**src/rtl/wbuf_tracker.sv**
```systemverilog
// wbuf_tracker
//   Tracks AW/W traffic in front of a per-WID write-data fifo array. Each
//   accepted AW claims one idle slot, and that slot is tagged with AWID. W beats
//   carry a WID and are steered to the slot whose tag matches. Each slot counts
//   the beats it accepts. After AWLEN+1 beats the slot asks its fifo to flush.
//   It waits for flush_done and then returns to idle.
//
// Ports
//   clk, rst         clock and asynchronous active-high reset
//   aw_valid/ready   AW handshake; aw_id / aw_len give the tag and burst length
//   w_valid/ready    W handshake; w_id selects the slot; w_last is WLAST
//   fifo_valid[i]    valid_in to fifo i (W beat steered to slot i)
//   fifo_ready[i]    ready_out from fifo i
//   fifo_wid         slot tags, slot i at [i*ID_W +: ID_W]; 0 while idle
//   fifo_flush[i]    flush request, held while slot i is flushing
//   fifo_flush_done  per-slot flush completion
//   err_wlast        sticky WLAST mismatch flag. It exists only when the
//                    WBUF_TRACKER_WLAST_CHECK_EN macro is defined.
//
// Configuration
//   WBUF_TRACKER_WLAST_CHECK_EN: when defined, adds err_wlast. When undefined,
//   w_last is ignored.

module wbuf_tracker #(
    parameter int NUM_SLOT = 4,
    parameter int ID_W     = 11,
    parameter int LEN_W    = 8
) (
    input  logic                     clk,
    input  logic                     rst,
    input  logic                     aw_valid,
    output logic                     aw_ready,
    input  logic [ID_W-1:0]          aw_id,
    input  logic [LEN_W-1:0]         aw_len,
    input  logic                     w_valid,
    output logic                     w_ready,
    input  logic [ID_W-1:0]          w_id,
    input  logic                     w_last,
    output logic [NUM_SLOT-1:0]      fifo_valid,
    input  logic [NUM_SLOT-1:0]      fifo_ready,
    output logic [NUM_SLOT*ID_W-1:0] fifo_wid,
    output logic [NUM_SLOT-1:0]      fifo_flush,
`ifdef WBUF_TRACKER_WLAST_CHECK_EN
    output logic                     err_wlast,
`endif
    input  logic [NUM_SLOT-1:0]      fifo_flush_done
);

    typedef enum logic [1:0] {
        S_IDLE   = 2'd0,
        S_ACTIVE = 2'd1,
        S_FLUSH  = 2'd2
    } slot_state_t;

    logic [NUM_SLOT-1:0] idle;        // slot free
    logic [NUM_SLOT-1:0] dup;         // occupied slot already holds aw_id
    logic [NUM_SLOT-1:0] match;       // active slot tagged with w_id
    logic [NUM_SLOT-1:0] accept;      // beat accepted by slot this cycle
    logic [NUM_SLOT-1:0] last_beat;   // the beat now accepted would be the final one
    logic [NUM_SLOT-1:0] alloc;       // one-hot lowest idle slot
    logic                aw_fire;

    // Only registered slot state feeds aw_ready. A slot freed by flush_done
    // this cycle therefore becomes allocatable the cycle after. During reset
    // aw_ready is forced low because every slot already looks idle.
    assign aw_ready = !rst && (|idle) && !(|dup);
    assign aw_fire  = aw_valid && aw_ready;
    assign alloc    = idle & (~idle + NUM_SLOT'(1));

    // A given ID is never held by two slots, so at most one slot matches.
    assign w_ready  = |(match & fifo_ready);

    for (genvar gi = 0; gi < NUM_SLOT; gi++) begin : g_slot
        slot_state_t        state_reg;
        slot_state_t        state_next;
        logic [ID_W-1:0]    tag_reg;
        logic [LEN_W-1:0]   len_reg;
        // This counter is one bit wider than len, so the maximum burst of
        // 2^LEN_W beats fits without wrapping.
        logic [LEN_W:0]     cnt_reg;
        logic               valid_o;
        logic               flush_o;
        logic [ID_W-1:0]    wid_o;

        assign idle[gi]      = (state_reg == S_IDLE);
        assign dup[gi]       = (state_reg != S_IDLE) && (tag_reg == aw_id);
        assign match[gi]     = (state_reg == S_ACTIVE) && (tag_reg == w_id);
        assign accept[gi]    = w_valid && match[gi] && fifo_ready[gi];
        assign last_beat[gi] = (cnt_reg == {1'b0, len_reg});

        // State register and slot datapath
        always_ff @(posedge clk or posedge rst) begin
            if (rst) begin
                state_reg <= S_IDLE;
                tag_reg   <= '0;
                len_reg   <= '0;
                cnt_reg   <= '0;
            end else begin
                state_reg <= state_next;
                if (state_reg == S_IDLE && aw_fire && alloc[gi]) begin
                    tag_reg <= aw_id;
                    len_reg <= aw_len;
                    cnt_reg <= '0;
                end else if (accept[gi]) begin
                    cnt_reg <= cnt_reg + (LEN_W+1)'(1);
                end else if (state_reg == S_FLUSH && fifo_flush_done[gi]) begin
                    cnt_reg <= '0;
                end
            end
        end

        // Next-state logic
        always_comb begin
            state_next = state_reg;
            case (state_reg)
                S_IDLE:   if (aw_fire && alloc[gi])           state_next = S_ACTIVE;
                S_ACTIVE: if (accept[gi] && last_beat[gi])    state_next = S_FLUSH;
                S_FLUSH:  if (fifo_flush_done[gi])            state_next = S_IDLE;
                default:                                      state_next = S_IDLE;
            endcase
        end

        // Output logic
        always_comb begin
            valid_o = 1'b0;
            flush_o = 1'b0;
            wid_o   = '0;
            if (state_reg != S_IDLE) wid_o = tag_reg;
            if (state_reg == S_FLUSH) flush_o = 1'b1;
            if (w_valid && match[gi]) valid_o = 1'b1;
        end

        assign fifo_valid[gi]               = valid_o;
        assign fifo_flush[gi]               = flush_o;
        assign fifo_wid[gi*ID_W +: ID_W]    = wid_o;
    end

`ifdef WBUF_TRACKER_WLAST_CHECK_EN
    logic [NUM_SLOT-1:0] wlast_bad;

    for (genvar gi = 0; gi < NUM_SLOT; gi++) begin : g_wlast
        assign wlast_bad[gi] = accept[gi] && (w_last != last_beat[gi]);
    end

    always_ff @(posedge clk or posedge rst) begin
        if (rst)
            err_wlast <= 1'b0;
        else if (|wlast_bad)
            err_wlast <= 1'b1;
    end
`else
    logic unused_w_last;
    assign unused_w_last = w_last;
`endif

endmodule

```
**config.mk**
```make
export PLATFORM = sky130hd
export DESIGN_NAME = wbuf_tracker
export DESIGN_NICKNAME = d
export VERILOG_FILES = /design/src/rtl/wbuf_tracker.sv
export SDC_FILE = /design/constraint.sdc
export NUM_CORES = 1
export LEC_CHECK = 0
export CAP_MARGIN = 0
export CORE_UTILIZATION = 40
export DETAILED_ROUTE_END_ITERATION = 10
export GPL_TIMING_DRIVEN = 0
export SYNTH_ARGS = -nofsm -noshare
export SYNTH_HDL_FRONTEND = slang
export SYNTH_SLANG_ARGS = --single-unit
```
**constraint.sdc**
```tcl
create_clock -name clk -period 4.85 [get_ports clk]
set_input_delay 0.97 -clock clk [delete_from_list [all_inputs] [get_ports clk]]
set_output_delay 0.97 -clock clk [all_outputs]
set_load 0.02 [all_outputs]
```
== After elaboration in Yosys (flattened, before gate mapping) ==
Index checks and enable logic that the tools add are counted.

* Register bits: 120
* Bits of input ports: 43
* Output and inout bits: 54
* Logic and storage cells: 156

* Add/sub/neg operators: 5
* Equal/unequal tests: 32
* Multiplexer cells: 40
* Bitwise operators: 3
* Reduce and logical (&&, ||, !) cells: 60

{| class="wikitable"
|+ Operator list
! kind !! number
|-
| 9-bit two-way mux || 12
|-
| 11-bit == test || 8
|-
| 11-bit two-way mux || 4
|-
| 1-bit logical AND || 39
|-
| 9-bit by 1-bit adder with 9-bit output, second input constant || 4
|-
| 9-bit by 8-bit == test with 1-bit output || 4
|-
| 2-bit two-way mux || 12
|-
| 2-bit one-hot mux with 3 select lines || 4
|-
| 2-bit by 1-bit != test with 1-bit output, second input constant || 8
|-
| 3-bit AND reduction || 4
|-
| 3-bit nonzero test || 4
|-
| 4-bit OR reduction || 3
|-
| 4-bit AND || 2
|-
| 2-bit by 1-bit == test with 1-bit output, second input constant || 4
|-
| 2-bit == test, second input constant || 4
|-
| 2-bit zero test || 4
|-
| 1-bit two-way mux || 8
|-
| 2-bit != test, second input constant || 4
|-
| 2-bit nonzero test || 4
|-
| 4-bit by 1-bit adder with 4-bit output, second input constant || 1
|-
| 4-bit inverter || 1
|-
| 1-bit zero test || 2
|}

== Longest topological paths before layout ==
* Depth after elaboration: 9
* Depth in mapped cells: 10
* Gate-level depth less buffers: 7

== Worst setup path before layout ==
OpenSTA, ideal clock, no wires.

* Kind: input port to flip-flop
* Start: input rst
* End: register g_slot[2].len_reg[0]
* Setup time: 0.125 ns
* Arrival time: 5.414 ns
* Data required time: 4.725 ns
* Path slack: -0.689 ns
* Stages on the path: 7
* Buffers on the path: 2
* Path through: inv_1 nand2_1 or4b_2 nor3_2 buf_6 buf_6 mux2_4

* Word-level cells in the longest chain between the ends: 6

{| class="wikitable"
|+ Ends and longest elaborated chain
! element !! line !! source
|-
| start, declared || 30 || <nowiki>input logic rst,</nowiki>
|-
| 1-bit zero test (no line) || -- ||
|-
| 1-bit logical AND (2 in a row) || 66 || <nowiki>assign aw_ready = !rst && (|idle) && !(|dup);</nowiki>
|-
| 1-bit logical AND || 67 || <nowiki>assign aw_fire = aw_valid && aw_ready;</nowiki>
|-
| 1-bit logical AND (2 in a row) || 100 || <nowiki>if (state_reg == S_IDLE && aw_fire && alloc[gi]) begin</nowiki>
|-
| end signal, assigned || 102 || <nowiki>len_reg <= aw_len;</nowiki>
|-
| end, declared || 77 || <nowiki>logic [LEN_W-1:0] len_reg;</nowiki>
|}

Every way passes these cells.
A chain may end at the register's enable or synchronous reset.

== Worst setup path in the final report ==
* Start: input w_id[1]
* End: output fifo_valid[1]

* Word-level cells in the longest chain between the ends: 4

{| class="wikitable"
|+ Ends and longest elaborated chain
! element !! line !! source
|-
| start, declared || 37 || <nowiki>input logic [ID_W-1:0] w_id,</nowiki>
|-
| 11-bit == test || 87 || <nowiki>assign match[gi] = (state_reg == S_ACTIVE) && (tag_reg == w_id);</nowiki>
|-
| 1-bit logical AND || 87 ||
|-
| 1-bit logical AND || 130 || <nowiki>if (w_valid && match[gi]) valid_o = 1'b1;</nowiki>
|-
| 1-bit two-way mux || 130 ||
|-
| end, declared || 39 || <nowiki>output logic [NUM_SLOT-1:0] fifo_valid,</nowiki>
|}

Every way passes these cells.

==> metrics <==
status finished clean; Syn Nets 730; Min-Delay Path Class flop to flop; Routed met3 length between 600 and 700 um; gr ovfl total 0; fin crit share 0.940; total wire length ~19,000 um; global-route usage over all layers 0.220; HP Start g_slot[0].cnt_reg[8]; Port Buffers 75; H-tree depth 4; vias in the first global route approximately 5,600; CP max FO 4; routed length on met1 8940 um; Final #Nets ~830; RR Startpoint g_slot[1].state_reg[1]; CTS tree built; Final Max Tran Viols 0; num ports 97; Root Buffer Master clkbuf_16; post-DP HPWL ~14,000 um; first-pass GRT wire length around 30,000 um; Cell Pwr Density about 440 nW/um2; DRT Pass-1 Iters 5; Util after Layout 0.511; multi-input logic area about 3900 um2; Worst-Skew Late Latency ~0.42 ns; critical path capture point type primary output; Synth Cell Area slightly above 7000 um2; WP data arrival between 3 and 4 ns; TritonCTS Sinks between 100 and 150; Die W 137 um; synth-to-layout area growth 23.3%; Max stage delay on crit path 0.72 ns; Worst EP required 3.88 ns; Largest register FFs 44; Max-Cap Viols 0; Critical Path Start Type input port; Residual DRC 0; leakage approximately 0.0040 uW; Yosys warnings 0; Synth cell types 44; Reg area around 3000 um2; Detail Route Antenna Nets 0; worst reg2reg setup slack 2.05 ns; post-synthesis async set-or-reset flop share 1.00; Die H around 140 um; critical setup path kind input port to primary output; synthesized area per cell about 11 um2; clk slew on worst S/H paths around 0.06 ns; Initial Utilization 0.415; metal2 WL roughly 9000 um; biggest area consumer among synthesized cells dfrtp_1; CTS resizes 0; clk_skew roughly 0.0098 ns; Worst path slowest cell nor4_1; vias after detailed routing 5,426; routability cong. slightly below 0.9; number of synthesized flops with an enable pin 0; CP Cell Sequence clkdlybuf4s50_1 > xnor2_1 > nand4_1 > nor4_1 > buf_4 > clkdlybuf4s50_1; Worst VDD drop 0.000267 V; worst slew pin tran slightly below 0.8 ns; Synth Flop Type dfrtp_1; # diodes 0; largest net degree at the start of global routing between 40 and 50; register bit total from synthesis 120; Final TNS setup 0 ns; Hold EP g_slot[0].cnt_reg[8]; Max Clk Rate between 0.2 and 0.25 GHz; share of the synthesized area in the top cell type 0.415; top post-synthesis cells by area dfrtp_1, xnor2_1, mux2_2; Top Metal Used met4; share of cells above drive strength 1 0.213; hold violation count in the final report 0; Hold Crit Depth 1; initial antenna violation count 0; hold_buf cts 0; capture point of the worst reg-to-reg path g_slot[1].tag_reg[6]; Syn Inst Count between 600 and 700; Design Power around 4000 uW; Tmin final approximately 4.6 ns; # setup viols final 0; DR iter-0 viols 340; fill count 1,587; die area ~19,000 um2; reg2reg path depth 7; Most common cell on crit path clkdlybuf4s50_1; WL/cell 18.7 um; Max clock buf depth 2; RSZ-0062 raised after global routing no; CORE AREA 17,500 um2; Seq/Total Area, Yosys 0.415; row count 48; Slew Limit Headroom 0.481; CTS Buf Count 17; setup bufs post-CTS 0; mean number of vias per cell ~5.3; Hold WS 0.528 ns
## Yosys cell counts, drive strengths merged, types with 18 or more instances
master and count:
dfrtp 120, mux2 76, xnor2 64, xor2 56
nor2b 51, buf 37, o21ai 30, a21oi 23
nor2 22, nor4 22, nand3 20, nand2 19
nand4 19, a21o 18
## per-stage QoR
| stage | worst slack (ns) | cell area (um2) | std cells |
|---|---|---|---|
| 5_1_grt | 0.182 | 8930 | 1018 |
| 6_report | 0.292 | 8930 | 1018 |
| 3_5_place_dp | 0.281 | 8340 | 986 |
| 4_1_cts | 0.277 | 8930 | 1018 |
| 2_1_floorplan | 0.735 | 7250 | 683 |
| 3_3_place_gp | -0.973 | 8280 | 983 |
## worst max path at each step
stage                     slack [ns]     from                    to
after global routing            0.18  w_id[1]         fifo_valid[1]
final                           0.29  w_id[1]         fifo_valid[1]
after detailed placement        0.28  w_id[1]         fifo_valid[1]
after floorplan                 0.74      rst  g_slot[2].len_reg[0]
after global placement         -0.97      rst  g_slot[2].len_reg[4]
after CTS                       0.28  w_id[1]         fifo_valid[1]
## metal layers
layer	vias up	GRT usage
met5	-	0
met4	0	0.0753
met3	30	0.0389
met2	121	0.349
met1	2721	0.301
li1	2554	-
## cell families (layout without fill, tap and decap cells)
kind of cell,after synthesis,in the layout,share of synthesized area
AND/OR/NAND/NOR,214,214,0.177
XOR/XNOR,120,120,0.145
flip-flops,120,120,0.415
AO/OA/AOI/OAI,82,82,0.0680
multiplexers,77,77,0.135
buffers and inverters,66,176,0.0539
adder cells (fa/ha/maj),4,4,0.00691
## area by class of cell
class | count | area share
tap | 225 | 0.0315
buffer | 50 | 0.0370
multi-input combinational | 497 | 0.431
clock buffer | 18 | 0.0492
inverter | 16 | 0.00715
timing repair buffer | 78 | 0.0908
sequential | 120 | 0.336
clock inverter | 14 | 0.0168
## cells in the final DEF, fill, tap and decap left out, drive strengths merged, types with 2 or more instances in the layout
master,synthesis,routed
nand2b,12,12
buf,37,40
and3,11,11
nor2,22,22
a21o,18,18
or2,8,8
bufinv,0,2
clkinv,0,4
a31oi,4,4
clkdlybuf4s50,0,75
inv,16,17
clkbuf,13,31
o22ai,2,2
or3,6,6
and2,3,3
nor2b,51,51
clkinvlp,0,7
a21oi,23,23
nand3,20,20
dfrtp,120,120
xnor2,64,64
nand4b,3,3
nand4,19,19
nor3,11,11
or4,6,6
xor2,56,56
nand2,19,19
ha,4,4
nor4,22,22
mux2,76,76
o21ai,30,30
## report_power, final
group / internal [uW] / switching, uW
sequential: 1190 / 233
clock: 771 / 497
combinational: 667 / 535
total: 2630 / 1260
## critical path: cells and delay by family
kind,cells,cell delay [ns]
xor+xnor,1,0.18
buf+inv,3,1.52
simple gates,2,0.91
No activity file was read; power rests on OpenSTA's default activity.
